File: src/rtl/int_ctrl.sv
// int_ctrl: 8-line interrupt controller with a small CPU register window.
//
// Each raw INT line is synchronised (s1, s2) and edge-detected (s3). Per-line
// MODE selects rising-edge capture into PEND (sticky, write-1-to-clear) or
// level tracking (PEND follows the synchronised line). Enabled pending lines
// form the active vector; fixed priority (line 0 highest) picks the id, and a
// registered one-hot of that id drives Interrupts.
//
// Ports:
//   clk        system clock (CPU bus clock)
//   rst_n      asynchronous reset, active-low
//   INT[7:0]   raw interrupt lines, asynchronous to clk
//   CS         chip select
//   adresse    register select: 0 PEND, 1 EN, 2 MODE, 3 STATUS
//   write      CPU write strobe (qualified by CS)
//   data_w     CPU write data; only [7:0] are used
//   data_r     combinational read data, 0 when CS=0
//   Interrupts registered one-hot request to the CPU
module int_ctrl (
  input  logic        clk,
  input  logic        rst_n,
  input  logic [7:0]  INT,
  input  logic        CS,
  input  logic [1:0]  adresse,
  input  logic        write,
  input  logic [15:0] data_w,
  output logic [15:0] data_r,
  output logic [7:0]  Interrupts
);

  logic [7:0] s1_q, s2_q, s3_q;
  logic [7:0] pend_q, pend_d;
  logic [7:0] en_q, en_d;
  logic [7:0] mode_q, mode_d;
  logic [7:0] irq_q, irq_d;

  logic [7:0] wdat;
  logic       wr_pend, wr_en, wr_mode, wr_stat;
  logic [7:0] edge_det;
  logic [7:0] act;
  logic       valid;
  logic [2:0] id;

  // Upper write-data byte carries no register bits.
  logic unused_data_hi;
  assign unused_data_hi = ^data_w[15:8];

  assign wdat     = data_w[7:0];
  assign wr_pend  = CS && write && (adresse == 2'd0);
  assign wr_en    = CS && write && (adresse == 2'd1);
  assign wr_mode  = CS && write && (adresse == 2'd2);
  assign wr_stat  = CS && write && (adresse == 2'd3);
  assign edge_det = s2_q & ~s3_q;

  always_comb begin
    en_d   = wr_en   ? wdat : en_q;
    mode_d = wr_mode ? wdat : mode_q;
    pend_d = pend_q;
    for (int i = 0; i < 8; i++) begin
      if (wr_mode && wdat[i] && !mode_q[i]) begin
        // Switching into edge mode discards stale level state; a coincident
        // edge still counts.
        pend_d[i] = edge_det[i];
      end else if (!mode_q[i]) begin
        pend_d[i] = s2_q[i];
      end else begin
        // Set (edge or software) has priority over write-1-to-clear.
        pend_d[i] = edge_det[i] | (wr_stat & wdat[i]) |
                    (pend_q[i] & ~(wr_pend & wdat[i]));
      end
    end
  end

  assign act   = pend_q & en_q;
  assign valid = |act;

  always_comb begin
    id = 3'd0;
    for (int i = 7; i >= 0; i--) begin
      if (act[i]) begin
        id = 3'(i);
      end
    end
  end

  assign irq_d = valid ? (8'h01 << id) : 8'h00;

  always_comb begin
    data_r = 16'h0000;
    if (CS) begin
      unique case (adresse)
        2'd0: data_r = {8'h00, pend_q};
        2'd1: data_r = {8'h00, en_q};
        2'd2: data_r = {8'h00, mode_q};
        2'd3: data_r = {valid, 12'h000, id};
        default: data_r = 16'h0000;
      endcase
    end
  end

  always_ff @(posedge clk or negedge rst_n) begin
    if (!rst_n) begin
      s1_q   <= 8'h00;
      s2_q   <= 8'h00;
      s3_q   <= 8'h00;
      pend_q <= 8'h00;
      en_q   <= 8'h00;
      mode_q <= 8'h00;
      irq_q  <= 8'h00;
    end else begin
      s1_q   <= INT;
      s2_q   <= s1_q;
      s3_q   <= s2_q;
      pend_q <= pend_d;
      en_q   <= en_d;
      mode_q <= mode_d;
      irq_q  <= irq_d;
    end
  end

  assign Interrupts = irq_q;

endmodule

File: config.mk
export PLATFORM = sky130hd
export DESIGN_NAME = int_ctrl
export DESIGN_NICKNAME = d
export VERILOG_FILES = /design/src/rtl/int_ctrl.sv
export SDC_FILE = /design/constraint.sdc
export NUM_CORES = 1
export LEC_CHECK = 0
export CAP_MARGIN = 5
export CORE_MARGIN = 2
export CORE_UTILIZATION = 50
export DETAILED_ROUTE_END_ITERATION = 8
export PLACE_DENSITY = 0.79
export SETUP_SLACK_MARGIN = 0.5
export SLEW_MARGIN = 25
export SYNTH_ARGS = -nofsm -noshare
export SYNTH_HDL_FRONTEND = slang
export SYNTH_SLANG_ARGS = --single-unit
File: constraint.sdc
create_clock -name clk -period 3.95 [get_ports clk]
set_input_delay 0.395 -clock clk [delete_from_list [all_inputs] [get_ports clk]]
set_output_delay 0.395 -clock clk [all_outputs]
set_load 0.03 [all_outputs]
## Yosys cells after proc, flatten, opt, wreduce, memory -nomap -nowiden

Cells that the tools add are included.
W data, S select, Z words.

- Register bits after elaboration: 56
- Logic and storage cells: 120
- Output and inout bits: 24
- Input port bits: 30

- Shift-type cells: 1
- Reductions and logical operators: 31
- Eq/ne operators: 3
- Muxes and demuxes: 27
- Bitwise gates (word level): 51

Operator list:

| cell | number |
|---|---|
| $pmux W16 S4 | 1 |
| $and A1 B1 Y1 | 24 |
| $mux W3 | 8 |
| $logic_and A1 B1 Y1 | 21 |
| $and A8 B8 Y8 | 2 |
| $mux W1 | 16 |
| $mux W16 | 1 |
| $or A1 B1 Y1 | 16 |
| $logic_not A1 Y1 | 8 |
| $mux W8 | 1 |
| $not A1 Y1 | 8 |
| $not A8 Y8 | 1 |
| $reduce_or A8 Y1 | 1 |
| $shl A1 B3 Y8 const A | 1 |
| $eq A2 B2 Y1 const B | 2 |
| $eq A2 B1 Y1 const B | 1 |
| $logic_not A2 Y1 | 1 |

## Longest topological paths before layout

- Depth in word-level cells: 11
- Depth in mapped cells: 6
- Depth with buffers taken out: 4

## Worst setup path before layout

No wires, ideal clock.

- Path type: flip-flop to output port
- From: register en_q[1]
- To: output data_r[2]
- Slack: 1.831 ns
- Data required time: 3.555 ns
- Path buffers: 0
- Cell stages (with the launch flop): 5
- Arrival: 1.724 ns
- Cells stage by stage: dfrtp_1 > a22o_4 > nor3b_4 > nand4_1 > a21boi_0

- Word-level cells in the longest chain between the ends: 5

RTL lines:

| what | RTL line | RTL |
|---|---|---|
| start: declaration | 33 | `logic [7:0] en_q, en_d;` |
| start signal: assignment | 115 | `en_q <= en_d;` |
| $and A8 B8 Y8 | 74 | `assign act = pend_q & en_q;` |
| $mux W3 (2 in series) | 80 | `if (act[i]) begin` |
| $pmux W16 S4 | 91 | `unique case (adresse)` |
| $mux W16 | 90 | `if (CS) begin` |
| end: declaration | 27 | `output logic [15:0] data_r,` |

Every way passes these cells. The select of a mux whose other input is x is not followed.

## Worst setup path after layout

- From: input adresse[0]
- To: output data_r[2]

- Word-level cells in the longest chain between the ends: 3
- Elaborated cells on any way between the ends: 6
- Those cells by class: 3 x eq/ne; 2 x mux; 1 x reduce/logical

RTL lines:

| what | RTL line | RTL |
|---|---|---|
| start: declaration | 24 | `input logic [1:0] adresse,` |
| $eq A2 B2 Y1, or another cell as far along | 91 |  |
| $pmux W16 S4 * | 91 |  |
| $mux W16 * | 90 |  |

Mark *: on every way between the ends. The rest lies on a longest branch, timed or not. The select of a mux whose other input is x is not followed.

==> results.sh <==
export IMPL_multi_input_area_um2=911
export IMPL_antenna_found_initial=0
export IMPL_seq_area_um2=1400
export IMPL_rows=25
export IMPL_grt_pass1_vias=1620
export IMPL_clkLatencyLatePin_ns=0.30
export IMPL_hp_class="primary input to asynchronous set/reset pin"
export IMPL_clk_pin_slew_ns=0.09
export IMPL_coreArea_um2=4720
export IMPL_r2r_start="pend_q[1]"
export IMPL_grt_pass1_wl_um=7520
export IMPL_synth_seq_cells=56
export IMPL_setup_worst_path_class="primary input to primary output"
export IMPL_status="completed"
export IMPL_layout_commonest_cell="dfrtp_1"
export IMPL_end_kind="primary output"
export IMPL_drive_gt1_frac=0.137
export IMPL_mappedNetlistArea_um2=2430
export IMPL_crit_arrival_ns=2.59
export IMPL_setup_viol=0
export IMPL_dp_cells=315
export IMPL_cts_setup_buffers=0
export IMPL_fill_cells=374
export IMPL_synth_cells=216
export IMPL_cp_max_fo=8
export IMPL_yosysSeqAreaShare=0.576
export IMPL_viasPerCell=5.16
export IMPL_hold_viol_final=0
export IMPL_cts_made_buffers=5
export IMPL_die_x_um=73.8
export IMPL_ir_worst_vdd_uv=253
export IMPL_yosysTopAreaCellShare=0.576
export IMPL_worst_setup_path_start_kind="primary input"
export IMPL_grt_overflow=0
export IMPL_crit_required_ns=3.56
export IMPL_wl_um=4370
export IMPL_setup_tns_final_ns=0
export IMPL_post_route_min_period_ns=2.98
export IMPL_io_buffers=38
export IMPL_synth_area_leaders="dfrtp_1 (58%), mux2_2 (7.9%), nand2_1 (4.6%)"
export IMPL_slew_viol_final=0
export IMPL_total_power_mw=1.49
export IMPL_grt_usage=0.185
export IMPL_startpoint="adresse[0]"
export IMPL_cts_hold_buf=0
export IMPL_dp_hpwl_um=2990
export IMPL_cts_tree="built"
export IMPL_dr_pass1_iters=4
export IMPL_drtIter0Drc=103
export IMPL_cts_sinks=56
export IMPL_stdcell_count=322
export IMPL_clockRootBuffer="clkbuf_8"
export IMPL_layout_nets=285
export IMPL_vias=1663
export IMPL_layout_common_cells="dfrtp_1 (56), clkdlybuf4s50_1 (37), nand2_1 (30)"
export IMPL_synth_cell_types=36
export IMPL_cts_buffer_depth=2
export IMPL_gp_congestion=0.804
export IMPL_utilization=0.625
export IMPL_ant_nets=0
export IMPL_grt_max_degree=57
export IMPL_cap_violations=0
export IMPL_die_area_um2=5440
export IMPL_min_period_over_period=0.755
export IMPL_p_per_area_nw_per_um2=504
export IMPL_area_delta_synth_final_pct=21.3
export IMPL_slew_headroom=0.522
export IMPL_worst_slew_pin_slew_ns=0.716
export IMPL_die_height_um=73.8
export IMPL_ios=54
export IMPL_yosysWarningCount=0
export IMPL_h_tree_depth=2
export IMPL_drc=0
export IMPL_synth_top_cell_by_area="dfrtp_1"
export IMPL_p_leak_nw=1.31
export IMPL_syn_avg_cell_area_um2=11.3
export IMPL_cts_resized_gates=0
export IMPL_diodes=0
export IMPL_fin_worst_skew_ns=0.00953
export IMPL_start_util=0.515
export IMPL_fmax_mhz=335
export IMPL_routedWlPerCell_um=13.6
export IMPL_rsz0062_at_grt="false"
[critical path, cell delays in order]
cell and delay, ns:
clkdlybuf4s50_1 0.65, nor2b_1 0.51, a21oi_1 0.13, a21boi_0 0.19, clkdlybuf4s50_1 0.70
[per-stage QoR]
step / setup slack (ns) / hold WS, ns / instance area (um2)
2_1_floorplan: 1.83 / 0.0994 / 2460
3_3_place_gp: 0.968 / 0.331 / 2820
3_5_place_dp: 0.976 / 0.335 / 2820
4_1_cts: 0.948 / 0.227 / 2950
5_1_grt: 0.865 / 0.268 / 2950
6_report: 0.969 / 0.197 / 2950
[power breakdown]
part           internal (mW)  switching (mW)  leakage (nW)
clock                  0.250           0.175        0.0642
combinational          0.163           0.184         0.578
sequential             0.651          0.0639         0.671
[Yosys cell counts (all sizes together)]
library cell,instances
mux2i,7
nor3b,1
a22o,2
nand4,1
o211ai,2
a31oi,3
nand2b,1
inv,8
a22oi,2
and4,1
conb,1
nor2,6
and4b,1
buf,14
o21ba,1
and4bb,1
nand3,4
o21ai,24
and3,1
mux2,17
and2,8
a21boi,1
clkbuf,1
nor2b,1
dfrtp,56
o211a,1
nand2,30
nand4b,2
a21oi,17
nand3b,1
[cell families after synthesis]
logic type      synth area share
buf+inv                   0.0591
compound gates             0.126
simple gates               0.130
flops                      0.576
mux                        0.107
other cells              0.00154
[worst paths after layout]
kind | slack, ns | end | cells past startpoint
setup / recovery | 0.97 | data_r[2] | 5
hold / removal | 0.20 | s3_q[6] | 2
setup reg to reg | 2.57 | Interrupts[7] | 4
hold reg to reg | 0.34 | s2_q[0] | 0
max in group asynchronous | 3.29 | en_q[4] | 2
min in group clk | 0.34 | s2_q[0] | 0
[layout make-up]
| class | instances | area share |
|---|---|---|
| sequential | 56 | 0.475 |
| multi-input combinational | 143 | 0.308 |
| timing repair buffer | 41 | 0.135 |
| tap | 67 | 0.0284 |
| clock buffer | 5 | 0.0233 |
| clock inverter | 2 | 0.0203 |
| inverter | 8 | 0.0102 |
[state kept, by name (all words and copies together) (netlist names)]
| signal | cells |
|---|---|
| s2_q | 8 |
| mode_q | 8 |
| Interrupts | 8 |
| s1_q | 8 |
| pend_q | 8 |
| en_q | 8 |
| s3_q | 8 |
[layer usage]
layer	vias up	share of wire	global-route usage
li1	807	-	-
met4	0	0.022	0.0869
met3	11	0.053	0.0439
met1	799	0.44	0.244
met2	46	0.48	0.287
met5	-	0	0
Note: power is estimated with default switching activity, not from simulation.
==> RTL edit 1 (config.mk and constraints unchanged) <==
Make the reset (`rst_n`) synchronous in one clocked block. Comments in the files are not updated.
--- a/src/rtl/int_ctrl.sv
+++ b/src/rtl/int_ctrl.sv
@@ -98,7 +98,7 @@
     end
   end
 
-  always_ff @(posedge clk or negedge rst_n) begin
+  always_ff @(posedge clk) begin
     if (!rst_n) begin
       s1_q   <= 8'h00;
       s2_q   <= 8'h00;
Function: differs if rst_n is asserted again (counterexample within 4 cycles, from zero or initial values and one cycle with rst_n low); with rst_n held inactive, the same outputs for 4 cycles.
==> RTL edit 1 against the unedited design <==
- sequential cell count did not move
- global-route usage rose by 0.89 points
- via count rose by 25%
- utilization rose by 0.062 points
- setup slack got worse by 0.073 ns
- synthesized cell count rose by 39%
- critical endpoint unchanged
- synthesized area rose by 2.5%
- hold slack improved by 0.24 ns
- maximum frequency fell by 2.4%
- largest cell class is now multi-input combinational cells
- cell area rose by 0.76%
- routed wire length rose by 15%
Power is not compared: it rests on default switching activity, and its combinational part moved more than twofold at a synthesized area within 25%.
==> RTL edit 1: results <==
set metrics [dict create \
    whs_endpoint "s2_q[2]" \
    grtUsageTotal_pct 19.36 \
    layout-drive-gt1-share_pct 4.192 \
    gr-usage-met2_pct 30.19 \
    wl_met2_um 2239 \
    nets 364 \
    place.gp.congestion 0.8815 \
    htree_levels 2 \
    grt_pass1_wl_um 8259 \
    synthTopCellsByCount "67 x nand2_1, 56 x dfxtp_1, 32 x and2_1, 26 x a21oi_1, 16 x a21boi_0" \
    vdd.ir_drop.worst_mv 0.1906 \
    n_fill_cell 443 \
    cp-startpoint "adresse[1]" \
    drt-met1-wl_um 2456 \
    rr_endpoint "pend_q[4]" \
    cp_top_family "buffers and inverters" \
    synth_area_leaders "dfxtp_1 45%, nand2_1 10%, and2_1 8.0%" \
    post-route-period-util_pct 77.31 \
    grtUsageMet1_pct 26.94 \
    synth_flop_cell "dfxtp_1" \
    drt_wl_total_um 5013 \
    async_reset_ff_share_pct 0 \
    cts.root.buffer_cell "clkbuf_8" \
    critPathArrivalTime_ns 2.66 \
    use_met3_pct 4.150 \
    drc_errors 0 \
    hpwl_um 3547 \
    hp-start "s1_q[2]" \
    worst_slew_pin_slew_ns 0.6534 \
    dpl.cell_count 394 \
    vias_per_cell 5.182 \
    grt_pass1_vias 1803 \
    status "complete, no violations" \
    drt_iter0_drc 166 \
    wl_met3_um 261 \
    fin_skew_ns 0.008132 \
    crit_fanout 16 \
    stdcell_count 401 \
    dp_worst_setup_slack_ns 0.9139 \
    clock_latency_ns 0.31 \
    hold_path_class "reg2reg" \
    grt_max_degree 25 \
    cp_slowest_cell "clkdlybuf4s50_1" \
    placed_area_mm2 0.002884 \
    regToRegStartpoint "mode_q[4]" \
    yosys_warnings 0 \
    syn_area_per_cell_um2 8.285 \
    ys_types 33 \
    timing.hold.ws_ns 0.4382 \
    reg2reg_slack_ns 2.72 \
    worstRegToRegCells 4 \
    critPathMaxStageDelay_ns 0.70 \
    first_pass_iters 4 \
    synth.yosys.seq_area_share_pct 44.96 \
]
RTL edit 1: cells by family after synthesis:
logic type	after synthesis	share of synthesized area [%]
AOI/OAI and AO/OA	60	14.85
buffers and inverters	23	5.218
and+or+nand+nor	153	31.51
DFF	56	44.96
other	1	0.1504
muxes	8	3.312
RTL edit 1: area by class of cell:
| class | instances | area [um^2] | area share (%) |
|---|---|---|---|
| timing repair buffer | 42 | 410.4 | 13.79 |
| tap | 67 | 83.83 | 2.817 |
| inverter | 1 | 3.754 | 0.1262 |
| clock buffer | 6 | 82.58 | 2.775 |
| clock inverter | 1 | 8.758 | 0.2944 |
| multi-input combinational | 228 | 1265 | 42.51 |
| sequential | 56 | 1121 | 37.68 |
RTL edit 1: power breakdown:
part           total [mW]  internal [mW]  switching (mW)
registers           0.592          0.581          0.0110
clock network       0.320          0.140           0.179
logic               0.102         0.0464          0.0553
total                1.01          0.768           0.246
==> RTL edit 2 (same flow settings) <==
Made on the original files. Register the output `data_r`, with the module's reset; this adds one clock of latency there. The other outputs are not delayed to match. Comments in the files are not updated.
--- a/src/rtl/int_ctrl.sv
+++ b/src/rtl/int_ctrl.sv
@@ -27,6 +27,8 @@
   output logic [15:0] data_r,
   output logic [7:0]  Interrupts
 );
+
+  logic [15:0] data_r_d;
 
   logic [7:0] s1_q, s2_q, s3_q;
   logic [7:0] pend_q, pend_d;
@@ -86,14 +88,14 @@
   assign irq_d = valid ? (8'h01 << id) : 8'h00;
 
   always_comb begin
-    data_r = 16'h0000;
+    data_r_d = 16'h0000;
     if (CS) begin
       unique case (adresse)
-        2'd0: data_r = {8'h00, pend_q};
-        2'd1: data_r = {8'h00, en_q};
-        2'd2: data_r = {8'h00, mode_q};
-        2'd3: data_r = {valid, 12'h000, id};
-        default: data_r = 16'h0000;
+        2'd0: data_r_d = {8'h00, pend_q};
+        2'd1: data_r_d = {8'h00, en_q};
+        2'd2: data_r_d = {8'h00, mode_q};
+        2'd3: data_r_d = {valid, 12'h000, id};
+        default: data_r_d = 16'h0000;
       endcase
     end
   end
@@ -120,5 +122,13 @@
 
   assign Interrupts = irq_q;
 
+  always_ff @(posedge clk or negedge rst_n) begin
+    if (!rst_n) begin
+      data_r <= '0;
+    end else begin
+      data_r <= data_r_d;
+    end
+  end
+
 endmodule
 
Formal check against the unedited RTL: not equivalent (a bounded check fails within 4 cycles, from zero or initial values and one cycle with rst_n low).
==> RTL edit 2 against the unedited design <==
- total power grew 15%
- combinational power grew 2%
- routed wire length grew 9.2%
- first-iteration DRC count grew 57%
- sequential cell count grew 9
- critical path depth is the same
- cell area grew 9.7%
- die area grew 8.7%
- setup slack gained 0.85 ns
- maximum frequency grew 40%
- synthesized area grew 9.3%
- critical endpoint is now pend_q[4]
- largest cell class unchanged
- largest power group unchanged
==> RTL edit 2: results <==
set metrics [dict create \
    p_leak_nw 1.468 \
    yosys_warnings 0 \
    drc_errors 0 \
    synth.top_cell.area_share_pct 61.18 \
    async_reset_ff_share_pct 100.0 \
    synth_flop_cell "dfrtp_1" \
    synth_area_leaders "dfrtp_1 61%, mux2_2 7.2%, nand2_1 4.2%" \
    critPathArrivalTime_ns 2.34 \
    vias_per_cell 5.152 \
    postLayoutCoreUtil_pct 63.42 \
    htree_levels 3 \
    grt_pass1_wl_um 8224 \
    drt_iter0_drc 162 \
    p_sw_mw 0.4995 \
    regMostFlops "data_r" \
    nets 298 \
    clkSlewWorstSetupHoldPaths_ns 0.07 \
    clock_latency_ns 0.34 \
    cts_buffers 9 \
    first_pass_iters 4 \
    place.gp.congestion 0.8118 \
    crit_fanout 16 \
    cts.root.buffer_cell "clkbuf_8" \
    port_buffers 38 \
    critPathMaxStageDelay_ns 0.74 \
    synth_edf_count 0 \
    slew_headroom_pct 51.51 \
    worstRegToRegCells 4 \
    cts-resized-gates 0 \
    regToRegStartpoint "pend_q[1]" \
    ys_types 36 \
    antenna_found_initial 0 \
    antenna_cells 0 \
    cts_setup_buffers 0 \
    rr_endpoint "data_r[2]" \
    grt_pass1_vias 1700 \
    synthTopCellsByCount "65 x dfrtp_1, 30 x nand2_1, 18 x o21ai_0, 17 x a21oi_1, 17 x mux2_2" \
    finalHoldViolations 0 \
    largest_register_ffs 9 \
    status "complete, no violations" \
    cp-startpoint "CS" \
    grtUsageTotal_pct 18.34 \
    hold_path_class "in2async" \
    synth.yosys.seq_area_share_pct 61.18 \
    fin_skew_ns 0.01105 \
    reg2reg_slack_ns 2.54 \
    vdd.ir_drop.worst_mv 0.2527 \
    layout-drive-gt1-share_pct 15.75 \
    wl_per_cell_um 13.92 \
    hpwl_um 3238 \
    cp_slowest_cell "and4b_1" \
    clk_path_buf_depth 2 \
    grt_max_degree 37 \
]
[RTL edit 2: metrics by stage]
step	total power, mW	setup WS [ns]	cells	instance area (um^2)	hold WS, ns
floorplan	1.055	2.635	231	2681	0.09941
global placement	1.169	1.632	327	3053	0.3314
detailed placement	1.187	1.566	327	3053	0.3364
CTS	1.714	1.814	343	3239	0.08706
global route	1.792	1.700	343	3239	0.1136
finish	1.705	1.822	343	3239	0.07168
[RTL edit 2: layer usage]
layer | GRT usage, % | wire (um) | share of wire (%)
met3 | 5.294 | 216 | 4.5
met5 | 0 | 0 | 0
met2 | 28.95 | 2290 | 48
met4 | 8.182 | 129 | 2.7
met1 | 23.59 | 2137 | 45
[RTL edit 2: how the worst max path moves through the flow]
| stage | to | slack, ns | cells past startpoint |
|---|---|---|---|
| floorplan | mode_q[0] | 2.63 | 4 |
| global placement | mode_q[0] | 1.63 | 3 |
| detailed placement | pend_q[4] | 1.57 | 5 |
| CTS | pend_q[4] | 1.81 | 5 |
| global route | pend_q[4] | 1.70 | 5 |
| finish | pend_q[4] | 1.82 | 5 |
[RTL edit 2: logic make-up after synthesis]
kind of cell           share of synthesized area, %
AO/OA/AOI/OAI                                 11.58
flip-flops                                    61.18
buffers and inverters                         5.411
other                                        0.1410
AND/OR/NAND/NOR                               11.86
multiplexers                                  9.835
[RTL edit 2: cell type report]
| type | instances | area (um^2) |
|---|---|---|
| Fill cell | 425 | 1868 |
| Sequential cell | 65 | 1627 |
| Clock inverter | 6 | 58.81 |
| Multi-Input combinational cell | 143 | 910.9 |
| Clock buffer | 10 | 127.6 |
| Inverter | 8 | 30.03 |
| Tap cell | 70 | 87.58 |
| Timing Repair Buffer | 41 | 397.9 |
[RTL edit 2: power by group through the flow]
stage | Sequential (mW) | Clock [mW] | Combinational [mW]
after CTS | 0.822 | 0.536 | 0.355
final | 0.824 | 0.527 | 0.354
after floorplan | 0.869 | 0 | 0.186
after global routing | 0.837 | 0.566 | 0.389
after global placement | 0.828 | 0 | 0.341
after detailed placement | 0.835 | 0 | 0.352
[RTL edit 2: critical path, delay by kind of cell]
family                 cells  cell delay (ns)
AOI/OAI and AO/OA          3             0.48
buffers and inverters      1             0.70
and+or+nand+nor            1             0.74
